### src/rtl/alu_cmd_pkg.sv
// Shared types and constants for the ALU command issue block.
//   OP_ADD / OP_SUB : opcode encodings
//   OPND_W / RES_W  : operand and result widths
//   alu_cmd_t       : one queued command {op, a, b}
//   state_t         : issue FSM states
package alu_cmd_pkg;

  localparam logic        OP_ADD = 1'b0;
  localparam logic        OP_SUB = 1'b1;
  localparam int unsigned OPND_W = 4;
  localparam int unsigned RES_W  = 5;

  typedef struct packed {
    logic              op;
    logic [OPND_W-1:0] a;
    logic [OPND_W-1:0] b;
  } alu_cmd_t;

  typedef enum logic [1:0] {IDLE, RUN, STALL} state_t;

endpackage

### src/rtl/alu_cmd_fifo.sv
// Generic synchronous FIFO with async active-low reset.
//   clk, reset_n    : clock, asynchronous active-low reset
//   push, wdata     : write strobe and data (ignored when full)
//   pop, rdata      : read strobe (ignored when empty) and head data
//   full, empty     : occupancy flags
//   count           : current occupancy, 0..DEPTH
// DEPTH must be a power of two so the pointers wrap naturally.
module alu_cmd_fifo #(
  parameter int unsigned WIDTH = 9,
  parameter int unsigned DEPTH = 4
) (
  input  logic                       clk,
  input  logic                       reset_n,
  input  logic                       push,
  input  logic [WIDTH-1:0]           wdata,
  input  logic                       pop,
  output logic [WIDTH-1:0]           rdata,
  output logic                       full,
  output logic                       empty,
  output logic [$clog2(DEPTH+1)-1:0] count
);

  localparam int unsigned AW = (DEPTH > 1) ? $clog2(DEPTH) : 1;
  localparam int unsigned CW = $clog2(DEPTH + 1);

  logic [WIDTH-1:0] mem_q [DEPTH];
  logic [AW-1:0]    wr_ptr_q, rd_ptr_q;
  logic [CW-1:0]    count_q;
  logic             push_ok, pop_ok;

  assign push_ok = push && !full;
  assign pop_ok  = pop && !empty;

  always_ff @(posedge clk or negedge reset_n) begin
    if (!reset_n) begin
      for (int i = 0; i < int'(DEPTH); i++) mem_q[i] <= '0;
      wr_ptr_q <= '0;
      rd_ptr_q <= '0;
      count_q  <= '0;
    end else begin
      if (push_ok) begin
        mem_q[wr_ptr_q] <= wdata;
        wr_ptr_q        <= wr_ptr_q + AW'(1);
      end
      if (pop_ok) rd_ptr_q <= rd_ptr_q + AW'(1);
      count_q <= count_q + CW'(push_ok) - CW'(pop_ok);
    end
  end

  assign rdata = mem_q[rd_ptr_q];
  assign full  = (count_q == CW'(DEPTH));
  assign empty = (count_q == '0);
  assign count = count_q;

endmodule

### src/rtl/alu_cmd_issue.sv
// Feeds a registered 4-bit add/sub ALU from a command FIFO and returns results in order.
//   clk, reset_n                 : clock, asynchronous active-low reset
//   cmd_valid/cmd_ready          : command handshake; cmd_op/cmd_a/cmd_b payload
//   alu_op/alu_a/alu_b           : operands to the ALU (held when nothing issues)
//   alu_result                   : registered ALU result, valid the cycle after issue
//   rsp_valid/rsp_ready          : response handshake; rsp_result payload
//   stat_issued/stat_borrow      : saturating counters, only with ALU_CMD_STATS_EN defined
module alu_cmd_issue
  import alu_cmd_pkg::*;
#(
  parameter int unsigned DEPTH = 4
) (
  input  logic              clk,
  input  logic              reset_n,
  input  logic              cmd_valid,
  output logic              cmd_ready,
  input  logic              cmd_op,
  input  logic [OPND_W-1:0] cmd_a,
  input  logic [OPND_W-1:0] cmd_b,
  output logic              alu_op,
  output logic [OPND_W-1:0] alu_a,
  output logic [OPND_W-1:0] alu_b,
  input  logic [RES_W-1:0]  alu_result,
  output logic              rsp_valid,
  input  logic              rsp_ready,
  output logic [RES_W-1:0]  rsp_result
`ifdef ALU_CMD_STATS_EN
  ,
  output logic [15:0]       stat_issued,
  output logic [15:0]       stat_borrow
`endif
);

  localparam int unsigned RSP_DEPTH = 2;
  localparam int unsigned CW        = $clog2(DEPTH + 1);

  alu_cmd_t        cmd_in, head, alu_q;
  logic            push, issue, rsp_pop, fifo_full, fifo_empty;
  logic [CW-1:0]   fifo_count, fifo_cnt_next;
  logic            cmd_ready_q, inflight_q;
  logic [2:0]      credit_used;
  state_t          state_q, state_d;

  logic [RES_W-1:0] rsp_mem_q [RSP_DEPTH];
  logic             rsp_wr_q, rsp_rd_q;
  logic [1:0]       rsp_count_q;

  assign cmd_in    = '{op: cmd_op, a: cmd_a, b: cmd_b};
  assign cmd_ready = cmd_ready_q;
  assign push      = cmd_valid && cmd_ready_q;
  assign rsp_valid = (rsp_count_q != 2'd0);
  assign rsp_pop   = rsp_valid && rsp_ready;

  // Credit covers buffered results plus the one in the ALU; a same-cycle pop frees a slot.
  assign credit_used = 3'(rsp_count_q) + 3'(inflight_q) - 3'(rsp_pop);
  assign issue       = !fifo_empty && (credit_used < 3'(RSP_DEPTH));

  alu_cmd_fifo #(
    .WIDTH($bits(alu_cmd_t)),
    .DEPTH(DEPTH)
  ) u_fifo (
    .clk    (clk),
    .reset_n(reset_n),
    .push   (push),
    .wdata  (cmd_in),
    .pop    (issue),
    .rdata  (head),
    .full   (fifo_full),
    .empty  (fifo_empty),
    .count  (fifo_count)
  );

  // cmd_ready is registered, so it is computed from the next-cycle FIFO occupancy.
  assign fifo_cnt_next = fifo_count + CW'(push) - CW'(issue);

  assign alu_op = issue ? head.op : alu_q.op;
  assign alu_a  = issue ? head.a  : alu_q.a;
  assign alu_b  = issue ? head.b  : alu_q.b;

  assign rsp_result = rsp_valid ? rsp_mem_q[rsp_rd_q] : '0;

  always_ff @(posedge clk or negedge reset_n) begin
    if (!reset_n) begin
      cmd_ready_q <= 1'b0;
      inflight_q  <= 1'b0;
      alu_q       <= '0;
      state_q     <= IDLE;
      rsp_mem_q   <= '{default: '0};
      rsp_wr_q    <= 1'b0;
      rsp_rd_q    <= 1'b0;
      rsp_count_q <= 2'd0;
    end else begin
      cmd_ready_q <= (fifo_cnt_next != CW'(DEPTH));
      inflight_q  <= issue;
      state_q     <= state_d;
      if (issue) alu_q <= head;
      if (inflight_q) begin
        rsp_mem_q[rsp_wr_q] <= alu_result;
        rsp_wr_q            <= ~rsp_wr_q;
      end
      if (rsp_pop) rsp_rd_q <= ~rsp_rd_q;
      rsp_count_q <= rsp_count_q + 2'(inflight_q) - 2'(rsp_pop);
    end
  end

  // Status FSM: tracks whether the issue path is idle, streaming or waiting on credit.
  always_comb begin
    state_d = state_q;
    unique case (state_q)
      IDLE:    if (!fifo_empty) state_d = RUN;
      RUN: begin
        if (fifo_empty)  state_d = IDLE;
        else if (!issue) state_d = STALL;
      end
      STALL:   if (rsp_pop) state_d = RUN;
      default: state_d = IDLE;
    endcase
  end

`ifdef ALU_CMD_STATS_EN
  logic [15:0] stat_issued_q, stat_borrow_q;
  logic        borrow_tag_q;

  always_ff @(posedge clk or negedge reset_n) begin
    if (!reset_n) begin
      stat_issued_q <= '0;
      stat_borrow_q <= '0;
      borrow_tag_q  <= 1'b0;
    end else begin
      // Tag travels with inflight so the borrow is counted when the result is captured.
      borrow_tag_q <= issue && (head.op == OP_SUB) && (head.a < head.b);
      if (issue && stat_issued_q != 16'hFFFF) stat_issued_q <= stat_issued_q + 16'd1;
      if (inflight_q && borrow_tag_q && stat_borrow_q != 16'hFFFF) begin
        stat_borrow_q <= stat_borrow_q + 16'd1;
      end
    end
  end

  assign stat_issued = stat_issued_q;
  assign stat_borrow = stat_borrow_q;
`endif

endmodule
### config.mk
export PLATFORM = sky130hd
export DESIGN_NAME = alu_cmd_issue
export DESIGN_NICKNAME = d
export VERILOG_FILES = /design/src/rtl/alu_cmd_pkg.sv /design/src/rtl/alu_cmd_fifo.sv /design/src/rtl/alu_cmd_issue.sv
export SDC_FILE = /design/constraint.sdc
export NUM_CORES = 1
export LEC_CHECK = 0
export ABC_CLOCK_PERIOD_IN_PS = 7200
export CAP_MARGIN = 10
export CORE_ASPECT_RATIO = 1.25
export CORE_MARGIN = 5
export CORE_UTILIZATION = 60
export DETAILED_ROUTE_END_ITERATION = 16
export PLACE_DENSITY = 0.88
export SYNTH_ARGS = -nofsm -noshare
export SYNTH_HDL_FRONTEND = slang
export SYNTH_SLANG_ARGS = --single-unit
### constraint.sdc
create_clock -name clk -period 7.2 [get_ports clk]
set_clock_uncertainty 0.2 [all_clocks]
set_input_delay 2.16 -clock clk [delete_from_list [all_inputs] [get_ports clk]]
set_output_delay 2.16 -clock clk [all_outputs]
set_load 0.05 [all_outputs]
; Word level (Yosys, flattened, before mapping)
; Index checks and enable logic that the tools add are counted.
[op_classes]
n_addsub = 10
order_cmp = 7
bitwise = 6
n_eq_ne = 2
n_reduce_logical = 11
mux = 16
[op_table]
columns = cell, n
row1 = $bwmux 36, 1
row2 = $mux 9, 3
row3 = $mux 5, 5
row4 = $bmux 9 s2, 1
row5 = $demux 9 s2, 1
row6 = $bwmux 10, 1
row7 = $sub 3x1->3, 3
row8 = $mux 4, 2
row9 = $logic_and 1x1->1, 7
row10 = $add 3x1->3, 2
row11 = $ge 3x3->1 const B, 2
row12 = $not 2->3, 2
row13 = $demux 5 s1, 1
row14 = $add 2x1->2 const B, 2
row15 = $ge 2x2->1 const B, 2
row16 = $not 1->2, 2
row17 = $add 2x1->3, 1
row18 = $eq 3x3->1 const B, 1
row19 = $logic_not 3->1, 1
row20 = $lt 3x1->1 const B, 1
row21 = $lt 3x2->1 const B, 1
row22 = $ne 3x3->1 const B, 1
row23 = $add 2x1->2, 1
row24 = $logic_not 1->1, 2
row25 = other kinds (5), 6
[totals]
reg_bits = 68
input_bits = 18

; Logic depth before layout (Yosys ltp)
[logic_depth]
depth_word = 7
ltp_mapped = 17
mapped_depth_nobuf = 16

; Hierarchy
; Synthesis repeated with hierarchy kept, for this count alone.
[hier_totals]
hier_cells = 206
area_unflattened_um2 = 3291.9
[by_module_without_submodules]
columns = mod, cells_each, seq_area_each_um2, area_each_um2, n_inst
row1 = alu_cmd_fifo, 122, 1076.0, 2124.5, 1
row2 = alu_cmd_issue, 84, 625.6, 1167.4, 1

; Worst setup path after synthesis
; Ideal clock, no wire load.
[synth_path]
path_type = input to output
start = in rsp_ready
end = out alu_a[0]
cell_stages = 10
arrival_time_ns = 4.110
setup_slack_ns = 0.730
n_path_buf = 1
path_cell_list = nor2b_1 > ha_1 > inv_1 > ha_1 > inv_1 > fa_1 > xnor2_1 > and3_4 > buf_12 > mux2_4
[synth_between]
elab_chain_len = 5
[synth_rtl]
columns = item, line_no
row1 = from (decl), alu_cmd_issue.sv:25  ; input logic rsp_ready,
row2 = $logic_and 1x1->1, alu_cmd_issue.sv:52  ; assign rsp_pop = rsp_valid && rsp_ready;
row3 = $sub 3x1->3, alu_cmd_issue.sv:55  ; assign credit_used = 3'(rsp_count_q) + 3'(inflight_q) - 3'(rsp_pop);
row4 = $lt 3x2->1, alu_cmd_issue.sv:56  ; assign issue = !fifo_empty && (credit_used < 3'(RSP_DEPTH));
row5 = $logic_and 1x1->1, alu_cmd_issue.sv:56
row6 = net issue, alu_cmd_issue.sv:38  ; logic push, issue, rsp_pop, fifo_full, fifo_empty;
row7 = $mux 4, alu_cmd_issue.sv:77  ; assign alu_a = issue ? head.a : alu_q.a;
row8 = to (decl), alu_cmd_issue.sv:21  ; output logic [OPND_W-1:0] alu_a,
; The timed path passes the listed nets, and every way through them passes these cells.

; Final worst setup path
[layout_path]
start = in rsp_ready
end = out alu_op
[layout_between]
elab_chain_len = 5
[layout_rtl]
columns = item, line_no
row1 = $logic_and 1x1->1, alu_cmd_issue.sv:52
row2 = net rsp_pop, alu_cmd_issue.sv:38
row3 = $sub 3x1->3, alu_cmd_issue.sv:55
row4 = $lt 3x2->1, alu_cmd_issue.sv:56
row5 = $logic_and 1x1->1, alu_cmd_issue.sv:56
row6 = $mux 1, alu_cmd_issue.sv:76  ; assign alu_op = issue ? head.op : alu_q.op;
row7 = to (decl), alu_cmd_issue.sv:20  ; output logic alu_op,
; The timed path passes the listed nets, and every way through them passes these cells.

==> impl_metrics.ini <==
[run_status]
status = complete, no violations

[timing]
finalSetupViolations = 0
timing.fmax_ghz = 0.142
period_needed_ns = 7.03
hold_viol_final = 0
rsz0062_at_grt = false
worstMarginPinSlew_ns = 0.829
setup_tns_ns = 0
drv_slew = 0
slew-limit-headroom = 0.447
fin_crit_sh = 0.977
layout_setup_ws_ns = 0.168

[global_route]
antenna_found_initial = 0
grt_use_total = 0.174
grt_pass1_vias = 1803
grt_max_degree = 69
grt-ovfl-total = 0
grt_pass1_wl_um = 8690

[synth]
avgSynthCellArea_um2 = 15.6
synthSimpleGateAreaFrac = 0.0469
synth_compound_area_frac = 0
synth_fa_ha_area_frac = 0.0593
synth_area_leaders = dfrtp_1 (55%), mux2_2 (17%), mux4_2 (6.5%)
yosysSeqAreaShare = 0.545
synth.top_cell.area_share = 0.545
synth_area_mm2 = 0.00312
synth.most_common_cell = dfrtp_1
yosys_most_used_dff = dfrtp_1
synth-seq-cells = 68
synth_edf_count = 0
synthCells = 200
yosys-top-cells-count = dfrtp_1 (68), mux2_2 (47), inv_1 (13)
synth.mux.area_fraction = 0.294
synth_top_family_by_area = multiplexers
syn-num-nets = 231
yosys_warnings = 0
ys_async_sr_fraction = 1.00
synth_xor_area_frac = 0.0253
synthDistinctLibCells = 25
yosysTopAreaCell = dfrtp_1

[critical_path]
start_kind = input port
required_ns = 4.84
worstSetupPathType = in -> out
critPathArrivalTime_ns = 4.67
cp-end-kind = output pin
path_max_fanout = 6

[placed_design]
dpl-instance-area_mm2 = 0.00348
place_ws_ns = 0.0579
port_buffers = 33
gp_congestion = 0.737
dp.final_hpwl_um = 3400

[finish]
final_cell_area_mm2 = 0.00367
area_delta_synth_final_pct = 17.6
diodes = 0
fin_nets = 274
drive_above_1_share = 0.423

[clock_tree]
cts_made_buffers = 9
htreeDepth = 3
cts_hold_buffers = 0
cts_tree = done
clockRootBuffer = clkbuf_8
clk_latency_ns = 0.34
clk_pin_slew_ns = 0.06
clkSinkCount = 68
clockBufferDepth = 2

[route]
ant_nets = 0
wl_um = 5260
wire_per_inst_um = 17.1
firstDrtPassIters = 5
drc = 0
route.vias.total = 1695
viasPerCell = 5.50
drtIter0Drc = 89

[floorplanning]
die_width_um = 74.5
die_h_um = 90.6
dieArea_mm2 = 0.00675
io_pins = 34
start_util = 0.614
core.rowCount = 29
coreArea_mm2 = 0.00508

[hold_path]
min_path_type = reg -> reg

[job]
cap_violations = 0
-- layer usage --
layer  global-route usage  share of wire  wire (um)
met1                0.219           0.42       2230
met2                0.278           0.51       2670
met3               0.0457          0.047        249
met4               0.0757          0.019        100
met5                    0              0          0
-- path summary, 6_finish.rpt --
kind                       slack, ns  cells after the start      startpoint               end
max                             0.17                     11       rsp_ready            alu_op
min                             0.29                      1        rsp_wr_q          rsp_wr_q
max reg2reg                     3.45                     16  rsp_count_q[1]         cmd_ready
min reg2reg                     0.29                      1        rsp_wr_q          rsp_wr_q
max in group asynchronous       4.46                      2         reset_n  u_fifo.mem_q[32]
min in group asynchronous       1.81                      2         reset_n         cmd_ready
-- repair_timing --
item / in CTS / in global routing
setup buffers: 0 / 1
resized for setup: 0 / 4
endpoints found under the setup margin: 0 / 9
-- per-stage QoR --
| stage | cells | utilization | hold WS (ns) |
|---|---|---|---|
| final | 308 | 0.722 | 0.294 |
| after global routing | 308 | 0.722 | 0.308 |
| after CTS | 306 | 0.716 | 0.295 |
| after detailed placement | 292 | 0.685 | 0.282 |
| after global placement | 292 | 0.685 | 0.277 |
| after floorplan | 200 | - | 0.263 |
-- logic make-up (layout without fill, tap and decap cells) --
logic type	Yosys count	in the layout
xor gates and xnor gates	9	9
adders and majority gates	13	13
buffers and inverters	19	64
DFF	68	68
muxes	70	70
and+or+nand+nor	21	22
-- registers in the layout (all words and copies together), names as in the netlist --
signal / count
rsp_count_q: 2
rsp_rd_q: 1
u_fifo.mem_q: 36
rsp_wr_q: 1
inflight_q: 1
alu_q: 9
u_fifo.wr_ptr_q: 2
u_fifo.count: 3
u_fifo.rd_ptr_q: 2
cmd_ready: 1
rsp_mem_q: 10
-- placed cells by master (no fill, tap or decap), types with 2 or more instances in the layout --
master            n
mux2_4            9
nor2_1            6
mux2i_1           5
inv_1            13
clkinv_2          3
xor2_1            6
xnor2_1           2
clkbuf_8         10
mux2_2           47
clkdlybuf4s50_1  23
buf_4            13
and3_4            2
ha_1             10
fa_1              2
dfrtp_1          68
nand3_2           4
mux4_2            9
-- critical path, cell delays in order --
cell and delay [ns]:
clkdlybuf4s50_1 0.39, nor2b_2 0.16, ha_1 0.30, inv_1 0.06, ha_1 0.12, inv_1 0.05
fa_2 0.35, xnor2_2 0.23, and3_4 0.31, mux2_2 0.36, buf_4 0.19
-- cell type report --
| cell class | count | area [um^2] |
|---|---|---|
| Tap cell | 62 | 77.6 |
| Sequential cell | 68 | 1700 |
| Timing Repair Buffer | 37 | 333 |
| Clock inverter | 3 | 15.0 |
| Fill cell | 342 | 1410 |
| Inverter | 13 | 48.8 |
| Multi-Input combinational cell | 114 | 1350 |
| Clock buffer | 11 | 141 |
Power is not shown: default switching activity piles up to over one toggle a cycle in this logic, so the estimate is an artifact.
